**src/rtl/stream_width_upsizer_if.sv**
```systemverilog
// Narrow-in / wide-out stream bundle for the width upsizer.
// slave  : the upsizer side (consumes narrow beats, produces wide words).
// master : the environment side (FIFO read port + downstream consumer).
interface stream_width_upsizer_if #(
    parameter int DataWidth = 4,
    parameter int Ratio     = 4
);
    // narrow input side (FIFO read port)
    logic                         in_valid;
    logic [DataWidth-1:0]         in_data;
    logic                         in_last;
    logic                         in_ready;

    // wide output side
    logic                         out_valid;
    logic [DataWidth*Ratio-1:0]   out_data;
    logic [Ratio-1:0]             out_keep;
    logic                         out_last;
    logic                         out_ready;

    modport slave (
        input  in_valid, in_data, in_last, out_ready,
        output in_ready, out_valid, out_data, out_keep, out_last
    );

    modport master (
        output in_valid, in_data, in_last, out_ready,
        input  in_ready, out_valid, out_data, out_keep, out_last
    );
endinterface

```
**src/rtl/stream_width_upsizer.sv**
```systemverilog
// Packs Ratio consecutive DataWidth beats into one wide word, lane 0 first.
// A packet ending early on in_last produces a partial word with a keep mask.
// One accumulator plus one output register; when the output register is busy
// and a packet closes early, the accumulator parks in CLOSED until it drains.
module stream_width_upsizer #(
    parameter int DataWidth = 4,
    parameter int Ratio     = 4
) (
    input  logic                   clk,
    input  logic                   reset,
    stream_width_upsizer_if.slave  bus
);

    localparam int             CW       = (Ratio > 1) ? $clog2(Ratio) : 1;
    localparam int             OW       = DataWidth * Ratio;
    localparam logic [CW-1:0]  LastLane = CW'(Ratio - 1);

    // FILLING / CLOSED are encoded by closed_q
    localparam logic [0:0]     FILLING  = 1'b0;
    localparam logic [0:0]     CLOSED   = 1'b1;

    generate
        if (Ratio < 2) begin : g_bad_ratio
            $error("stream_width_upsizer: Ratio must be >= 2");
        end
    endgenerate

    // ------------------------------------------------------------------
    // State
    // ------------------------------------------------------------------
    logic [Ratio-1:0][DataWidth-1:0] acc_q, acc_d;
    logic [CW-1:0]                   cnt_q, cnt_d;
    logic [0:0]                      closed_q, closed_d;
    logic                            last_q, last_d;

    logic                            out_valid_q, out_valid_d;
    logic [OW-1:0]                   out_data_q, out_data_d;
    logic [Ratio-1:0]                out_keep_q, out_keep_d;
    logic                            out_last_q, out_last_d;

    // ------------------------------------------------------------------
    // Handshake decode
    // ------------------------------------------------------------------
    logic out_free;
    logic in_ready;
    logic accept;
    logic complete;
    logic load_in;
    logic load_closed;
    logic close_word;
    logic load;

    assign out_free    = !out_valid_q || bus.out_ready;
    // Only the final lane needs the downstream slot, so only it looks at out_ready.
    assign in_ready    = !reset && (closed_q == FILLING) &&
                         ((cnt_q != LastLane) || out_free);
    assign accept      = bus.in_valid && in_ready;
    assign complete    = accept && ((cnt_q == LastLane) || bus.in_last);
    assign load_in     = complete && out_free;
    // Early close with the output busy: park the word until the slot frees.
    assign close_word  = complete && !out_free;
    assign load_closed = (closed_q == CLOSED) && out_free;
    assign load        = load_in || load_closed;

    // ------------------------------------------------------------------
    // Word assembly: in FILLING the live beat fills lane cnt; in CLOSED the
    // word is exactly the cnt stored lanes. Unused lanes read as zero.
    // ------------------------------------------------------------------
    logic [Ratio-1:0]                lane_keep;
    logic [Ratio-1:0][DataWidth-1:0] lane_data;
    logic                            word_last;

    for (genvar i = 0; i < Ratio; i++) begin : g_lane
        localparam logic [CW-1:0] Idx = CW'(i);
        logic stored;
        logic live;
        assign stored       = (Idx < cnt_q);
        assign live         = (closed_q == FILLING) && (Idx == cnt_q);
        assign lane_keep[i] = stored || live;
        assign lane_data[i] = stored ? acc_q[i] :
                              live   ? bus.in_data : '0;
    end

    assign word_last = (closed_q == CLOSED) ? last_q : bus.in_last;

    // Accumulator next state: lane write, lane count and FILLING/CLOSED
    always_comb begin
        acc_d    = acc_q;
        cnt_d    = cnt_q;
        closed_d = closed_q;
        last_d   = last_q;
        if (accept) begin
            acc_d[cnt_q] = bus.in_data;
        end
        if (load) begin
            cnt_d    = '0;
            closed_d = FILLING;
        end else if (close_word) begin
            cnt_d    = cnt_q + 1'b1;
            closed_d = CLOSED;
            last_d   = bus.in_last;
        end else if (accept) begin
            cnt_d    = cnt_q + 1'b1;
        end
    end

    // Output register next state: load wins over drain so out_valid stays up
    always_comb begin
        out_valid_d = out_valid_q;
        out_data_d  = out_data_q;
        out_keep_d  = out_keep_q;
        out_last_d  = out_last_q;
        if (load) begin
            out_valid_d = 1'b1;
            out_data_d  = lane_data;
            out_keep_d  = lane_keep;
            out_last_d  = word_last;
        end else if (bus.out_ready) begin
            out_valid_d = 1'b0;
        end
    end

    // State registers with synchronous reset; reset discards any partial word
    always_ff @(posedge clk) begin
        if (reset) begin
            acc_q       <= '0;
            cnt_q       <= '0;
            closed_q    <= FILLING;
            last_q      <= 1'b0;
            out_valid_q <= 1'b0;
            out_data_q  <= '0;
            out_keep_q  <= '0;
            out_last_q  <= 1'b0;
        end else begin
            acc_q       <= acc_d;
            cnt_q       <= cnt_d;
            closed_q    <= closed_d;
            last_q      <= last_d;
            out_valid_q <= out_valid_d;
            out_data_q  <= out_data_d;
            out_keep_q  <= out_keep_d;
            out_last_q  <= out_last_d;
        end
    end

    assign bus.in_ready  = in_ready;
    assign bus.out_valid = out_valid_q;
    assign bus.out_data  = out_data_q;
    assign bus.out_keep  = out_keep_q;
    assign bus.out_last  = out_last_q;

    // A stalled word must stay put until the consumer takes it
    a_out_hold: assert property (@(posedge clk) disable iff (reset)
        (out_valid_q && !bus.out_ready) |=>
        (out_valid_q && $stable(out_data_q) && $stable(out_keep_q) && $stable(out_last_q)));

    // CLOSED always holds at least the closing beat
    a_closed_nonempty: assert property (@(posedge clk) disable iff (reset)
        (closed_q == CLOSED) |-> (cnt_q != '0));

endmodule

```
**src/flat_wrapper.sv**
```systemverilog
// flat-port wrapper written by rule: the top's interface ports become plain ports
module stream_width_upsizer_flat 
#(
    parameter int DataWidth = 4,
    parameter int Ratio     = 4
)
  (clk, reset, bus_in_valid, bus_in_data, bus_in_last, bus_out_ready, bus_in_ready, bus_out_valid, bus_out_data, bus_out_keep, bus_out_last);
  stream_width_upsizer_if #(.DataWidth(DataWidth), .Ratio(Ratio)) bus_i ();
  input  logic clk;
  input  logic reset;
  input wire logic [$bits(bus_i.in_valid)-1:0] bus_in_valid;
  input wire logic [$bits(bus_i.in_data)-1:0] bus_in_data;
  input wire logic [$bits(bus_i.in_last)-1:0] bus_in_last;
  input wire logic [$bits(bus_i.out_ready)-1:0] bus_out_ready;
  output wire logic [$bits(bus_i.in_ready)-1:0] bus_in_ready;
  output wire logic [$bits(bus_i.out_valid)-1:0] bus_out_valid;
  output wire logic [$bits(bus_i.out_data)-1:0] bus_out_data;
  output wire logic [$bits(bus_i.out_keep)-1:0] bus_out_keep;
  output wire logic [$bits(bus_i.out_last)-1:0] bus_out_last;
  assign bus_i.in_valid = bus_in_valid;
  assign bus_i.in_data = bus_in_data;
  assign bus_i.in_last = bus_in_last;
  assign bus_i.out_ready = bus_out_ready;
  assign bus_in_ready = bus_i.in_ready;
  assign bus_out_valid = bus_i.out_valid;
  assign bus_out_data = bus_i.out_data;
  assign bus_out_keep = bus_i.out_keep;
  assign bus_out_last = bus_i.out_last;
  stream_width_upsizer #(.DataWidth(DataWidth), .Ratio(Ratio)) u_core (.clk(clk), .reset(reset), .bus(bus_i));
endmodule
```
**config.mk**
```make
export PLATFORM = sky130hd
export DESIGN_NAME = stream_width_upsizer_flat
export DESIGN_NICKNAME = d
export VERILOG_FILES = /design/src/rtl/stream_width_upsizer_if.sv /design/src/rtl/stream_width_upsizer.sv /design/src/flat_wrapper.sv
export SDC_FILE = /design/constraint.sdc
export NUM_CORES = 1
export LEC_CHECK = 0
export ABC_CLOCK_PERIOD_IN_PS = 2300
export CAP_MARGIN = 20
export CELL_PAD_IN_SITES_DETAIL_PLACEMENT = 0
export CELL_PAD_IN_SITES_GLOBAL_PLACEMENT = 1
export CORE_ASPECT_RATIO = 0.6
export CORE_UTILIZATION = 39
export DETAILED_ROUTE_END_ITERATION = 8
export PLACE_DENSITY_LB_ADDON = 0.05
export SETUP_SLACK_MARGIN = 0.15
export SLEW_MARGIN = 0
export SYNTH_ARGS = -nofsm -noshare
export SYNTH_HDL_FRONTEND = slang
export SYNTH_SLANG_ARGS = --single-unit
```
**constraint.sdc**
```tcl
create_clock -name clk -period 2.3 [get_ports clk]
set_clock_uncertainty 0.15 [all_clocks]
set_input_delay 0.46 -clock clk [delete_from_list [all_inputs] [get_ports clk]]
set_output_delay 0.46 -clock clk [all_outputs]
set_load 0.01 [all_outputs]
```
==> After elaboration in Yosys (flattened, before gate mapping) <==
Cells that the tools add are included.
{ "classes": {"addsub": 1, "n_lt_le_gt_ge": 6, "n_eq_ne": 5, "mux": 16, "bitwise": 2, "reduce_logical": 28} }
{ "ops": {"columns": ["op", "n"], "rows": [
  ["$mux W4", 9],
  ["$bwmux W16", 1],
  ["$logic_and A1 B1 Y1", 12],
  ["$demux W4 S2", 1],
  ["$logic_or A1 B1 Y1", 8],
  ["$eq A2 B2 Y1 const A", 2],
  ["$lt A1 B2 Y1 const A", 2],
  ["$lt A2 B2 Y1 const A", 2],
  ["$mux W2", 2],
  ["$reduce_bool A2 Y1", 2],
  ["$logic_not A1 Y1", 3],
  ["$lt A2 B3 Y1 const B", 1],
  ["$mux W1", 3],
  ["$add A2 B1 Y2 const B", 1],
  ["$eq A1 B2 Y1 const A", 1],
  ["$eq A2 B2 Y1 const B", 1],
  ["$ge A2 B1 Y1 const B", 1],
  ["$logic_not A2 Y1", 1],
  ["$ne A2 B2 Y1 const B", 1],
  ["$not A1 Y1", 2],
  ["$reduce_and A2 Y1", 1],
  ["$reduce_or A2 Y1", 1]
]} }
{ "totals": {"reg_bits": 42, "inputBits": 9, "out_inout_bits": 23} }

==> Logic depth before layout (Yosys ltp) <==
{ "logic_depth": {"depth_word": 10, "mapped_depth": 7, "mapped_depth_nobuf": 5} }

==> Worst setup path after synthesis <==
No wires, ideal clock.
{ "synth_path": {"path_kind": "reg2reg", "startpoint": "register u_core.cnt_q[1]", "endpoint": "register u_core.acc_q[0] (netlist name)", "setup_time_ps": 128, "t_arrival_ps": 1486, "path_slack_ps": 537, "path_stages_with_launch": 8, "n_path_buf": 2, "path_cell_list": "dfxtp_1 clkbuf_1 inv_1 ha_1 clkbuf_1 nand3_1 mux2i_1 nor2_1"} }
{ "synth_via": {"elab_chain_len": 5, "word_cells_on_any_way": 10, "cone_classes": "2 x order compare; 1 x eq/ne; 3 x mux; 4 x reduce/logical"} }
{ "synth_lines": {"columns": ["element", "line", "text"], "rows": [
  ["from (decl)", "stream_width_upsizer.sv:32", "logic [CW-1:0] cnt_q, cnt_d;"],
  ["from (signal assigned)", "stream_width_upsizer.sv:136", "cnt_q <= cnt_d;"],
  ["$lt A2 B3 Y1 (not written as such) or $ge A2 B1 Y1 (tied branches)", "stream_width_upsizer.sv:93", "acc_d[cnt_q] = bus.in_data;"],
  ["$logic_and A1 B1 Y1 (not written as such)", "stream_width_upsizer.sv:93", null],
  ["$mux W4 (not written as such)", "stream_width_upsizer.sv:93", null],
  ["$demux W4 S2", null, null],
  ["$bwmux W16", "stream_width_upsizer.sv:93", null],
  ["to (signal assigned)", "stream_width_upsizer.sv:126", "acc_q <= '0;"],
  ["to (signal assigned)", "stream_width_upsizer.sv:135", "acc_q <= acc_d;"],
  ["to (decl)", "stream_width_upsizer.sv:31", "logic [Ratio-1:0][DataWidth-1:0] acc_q, acc_d;"]
]} }
Parallel ways exist; a longest one is shown, timed or not.
A chain may end at the register's enable or synchronous reset.

==> Worst setup path in the final report <==
{ "layout_path": {"startpoint": "input bus_out_ready", "endpoint": "output bus_in_ready"} }
{ "layout_via": {"elab_chain_len": 3} }
{ "layout_lines": {"columns": ["element", "line", "text"], "rows": [
  ["from (decl)", "flat_wrapper.sv:14", "input wire logic [$bits(bus_i.out_ready)-1:0] bus_out_ready;"],
  ["$logic_or A1 B1 Y1", "stream_width_upsizer.sv:53", "assign out_free = !out_valid_q || bus.out_ready;"],
  ["$logic_or A1 B1 Y1", "stream_width_upsizer.sv:56", "((cnt_q != LastLane) || out_free);"],
  ["$logic_and A1 B1 Y1", "stream_width_upsizer.sv:55", "assign in_ready = !reset && (closed_q == FILLING) &&"],
  ["to (decl)", "flat_wrapper.sv:15", "output wire logic [$bits(bus_i.in_ready)-1:0] bus_in_ready;"]
]} }
Every way passes these cells.

==> results by group <==
Setup path
  – Launch point of the worst reg-to-reg path: u_core.cnt_q[0]
  – Critical Path RT: 1.69 ns
  – Startpoint types: input pin
  – Crit-path cells: clkdlybuf4s50_1 -> nand3b_1 -> nor3b_2 -> clkbuf_2
  – Arrival time of the worst setup path: 1.42 ns
  – Critical-path cell with the highest stage delay: clkdlybuf4s50_1
  – Setup crit start: bus_out_ready
  – Largest stage delay, worst path: 0.49 ns
  – Kind of critical path: input pin to output port
  – CP max FO: 3
  – Worst Setup End Kind: output port

Floorplanning
  – Initial core utilization: 0.411
  – Core Footprint: roughly 0.0042 mm²
  – DIE WIDTH: around 88 µm
  – Site Rows: 18
  – Die height: 53.4 µm
  – Die area: 0.00467 mm²
  – I/O pins: 32

Layout
  – Post-route cell area: 0.00224 mm²
  – Final Non-Filler Cells: 272
  – Fraction of layout cells with a size suffix above 1: 0.170
  – # nets final: 224
  – Util after Layout: 0.537
  – Number of diodes: 0
  – Layout area overhead: 30.5%

Placement
  – Area after DPL: 0.00214 mm²
  – Cells after DPL: ~260
  – I/O Buffers: 31
  – RD Place Congestion: 0.773
  – Dpl hpwl: 2.95 mm

Status
  – Status: finished, final reports clean

STA
  – Final Slew Violations: 0
  – Unrepaired setup endpoints after global routing: false
  – Fmax: 492 MHz
  – Final min period: 2.03 ns
  – Setup violations, final: 0
  – Slew HR: 0.703
  – Final worst path period share: 0.884
  – Worst-margin pin slew: 0.445 ns
  – Final Hold Viols: 0

Clock network
  – CTS Buffer Depth: 2
  – Root Buffer: clkbuf_8
  – Post-CTS sizing: 1
  – Post-CTS setup buffers: 0
  – Clock sinks: 38
  – Hold Buf Count CTS: 0
  – H-tree depth: 2
  – Cts bufs inserted: 5
  – Worst-path clk slew: around 0.070 ns
  – Worst skew pair latency: approximately 0.28 ns
  – TritonCTS clock tree: yes

Synthesis
  – Synth Instances: 175
  – Post-synth EDFFs: 0
  – Seq cells post-synth: 38
  – Syn Nets: 188
  – Synth cell types: 34
  – Ys Warns: 0
  – Ys flop type: dfxtp_1
  – Syn avg cell area: 9.80 µm²
  – Register area share after synthesis: 0.444
  – Ys async rst share: 0
  – Synthesized area: 0.00171 mm²

Route
  – DRC viols: 0
  – Via count: about 1400
  – Drt pass-1 iters: 4
  – Post-Route WL: 4.24 mm
  – Routed len/inst: approximately 16 µm
  – Via density: 5.23
  – Antenna Violating Nets Remaining: 0
  – Drt first-iter violations: between 40 and 50

Global routing
  – All-layer global routing usage: 0.195
  – Grt total ovfl: 0
  – First-pass GRT wire length: 6.71 mm
  – Pin count of the biggest net entering global routing: 26
  – Number of antenna violations at the first check in global routing: 0
  – Vias in the first global route: 1325

Power and ir drop
  – Leak: 0.866 nW
  – Power Density: 605 mW/mm²
  – Peak supply drop: 0.000290 V

Run
  – MaxCap Viol Count: 0

Worst hold path
  – Hold Crit Start: u_core.last_q
  – Hold WC Path Type: flip-flop to flip-flop
-- flip-flops by register name (all words and copies together) (netlist names) --
| name | flops |
|---|---|
| u_core.bus.out_data | 16 |
| u_core.acc_q | 12 |
| u_core.bus.out_valid | 1 |
| u_core.bus.out_last | 1 |
| u_core.last_q | 1 |
| u_core.bus.out_keep | 4 |
| u_core.cnt_q | 2 |
| u_core.closed_q | 1 |
-- path summary, 6_finish.rpt --
check,endpoint,slack [ns],depth (start not counted)
worst max register to register,u_core.bus.out_data[11],0.30,8
worst min-delay path,u_core.last_q,0.33,2
worst max-delay path,bus_in_ready,0.27,4
worst min register to register,u_core.last_q,0.33,2
-- logic make-up (layout without fill, tap and decap cells) --
family                   Yosys count  after routing  synth area share
buffers and inverters             18             55            0.0496
AND/OR/NAND/NOR                   39             39             0.130
multiplexers                      18             18             0.105
AO/OA/AOI/OAI                     57             57             0.237
adder cells (fa/ha/maj)            4              4            0.0292
XOR/XNOR                           1              1           0.00511
flip-flops                        38             38             0.444
-- cell usage after synthesis, drive strengths merged (2+ instances only) --
master | number | share of area
a22oi | 8 | 0.035
nor2 | 13 | 0.030
nand3 | 4 | 0.012
o21ai | 6 | 0.018
nor3 | 2 | 0.012
a21oi | 23 | 0.074
clkbuf | 8 | 0.018
a211oi | 15 | 0.089
buf | 6 | 0.023
ha | 4 | 0.029
nand2 | 2 | 0.0044
mux2i | 18 | 0.11
inv | 4 | 0.0088
dfxtp | 38 | 0.44
nand4 | 5 | 0.018
nor3b | 2 | 0.012
nor2b | 8 | 0.031
-- worst max-delay path, delay by kind of cell --
| family | cells | cell delay (ns) |
|---|---|---|
| buffers and inverters | 2 | 0.64 |
| AND/OR/NAND/NOR | 2 | 0.33 |
-- per-layer routing --
metal / GRT usage / vias to the layer above / part of all wire / routed length (µm)
met4: 0.0410 / 0 / 0.0040 / 17
li1: - / 710 / - / -
met2: 0.296 / 25 / 0.43 / 1840
met3: 0.0515 / 4 / 0.033 / 138
met5: 0 / - / 0 / 0
met1: 0.277 / 683 / 0.53 / 2250
-- report_power, final --
group	internal (W)	total (W)	switching (W)
clock network	0.000242	0.000464	0.000222
logic	0.0000942	0.000197	0.000102
registers	0.000681	0.000693	0.0000122
-- layout make-up --
| cell class | count | area, µm² |
|---|---|---|
| clock buffers | 7 | 86.3 |
| flip-flops and latches | 38 | 761 |
| fillers | 368 | 1930 |
| repair buffers | 43 | 420 |
| clock inverters | 1 | 5.00 |
| multi-input cells | 119 | 875 |
| well taps | 60 | 75.1 |
| inverters | 4 | 15.0 |
-- metrics by stage --
stage          setup TNS [ns]  setup WS [ns]  hold slack (ns)  total power (W)
6_report                    0          0.267            0.330          0.00135
5_1_grt                     0          0.196            0.357          0.00141
4_1_cts                     0          0.156            0.327          0.00136
3_5_place_dp            -1.77         -0.119            0.317         0.000904
3_3_place_gp           -0.434         -0.119            0.315         0.000900
2_1_floorplan               0          0.537            0.302         0.000820
-- placed cells by master, fill, tap and decap left out, types with 2 or more instances in the layout --
master and n:
nand4_1 5, buf_12 2, clkdlybuf4s50_1 30, nand2_1 2, a22oi_1 8, buf_4 10, nor3_2 2, a21oi_1 22
mux2i_1 18, inv_1 4, ha_1 4, nand3_1 4, nor2_1 12, nor2b_1 7, o21ai_0 6, clkbuf_8 6
dfxtp_1 38, a211oi_2 8, nor3b_2 2, a211oi_1 7
Power figures use the tool's default switching activity.
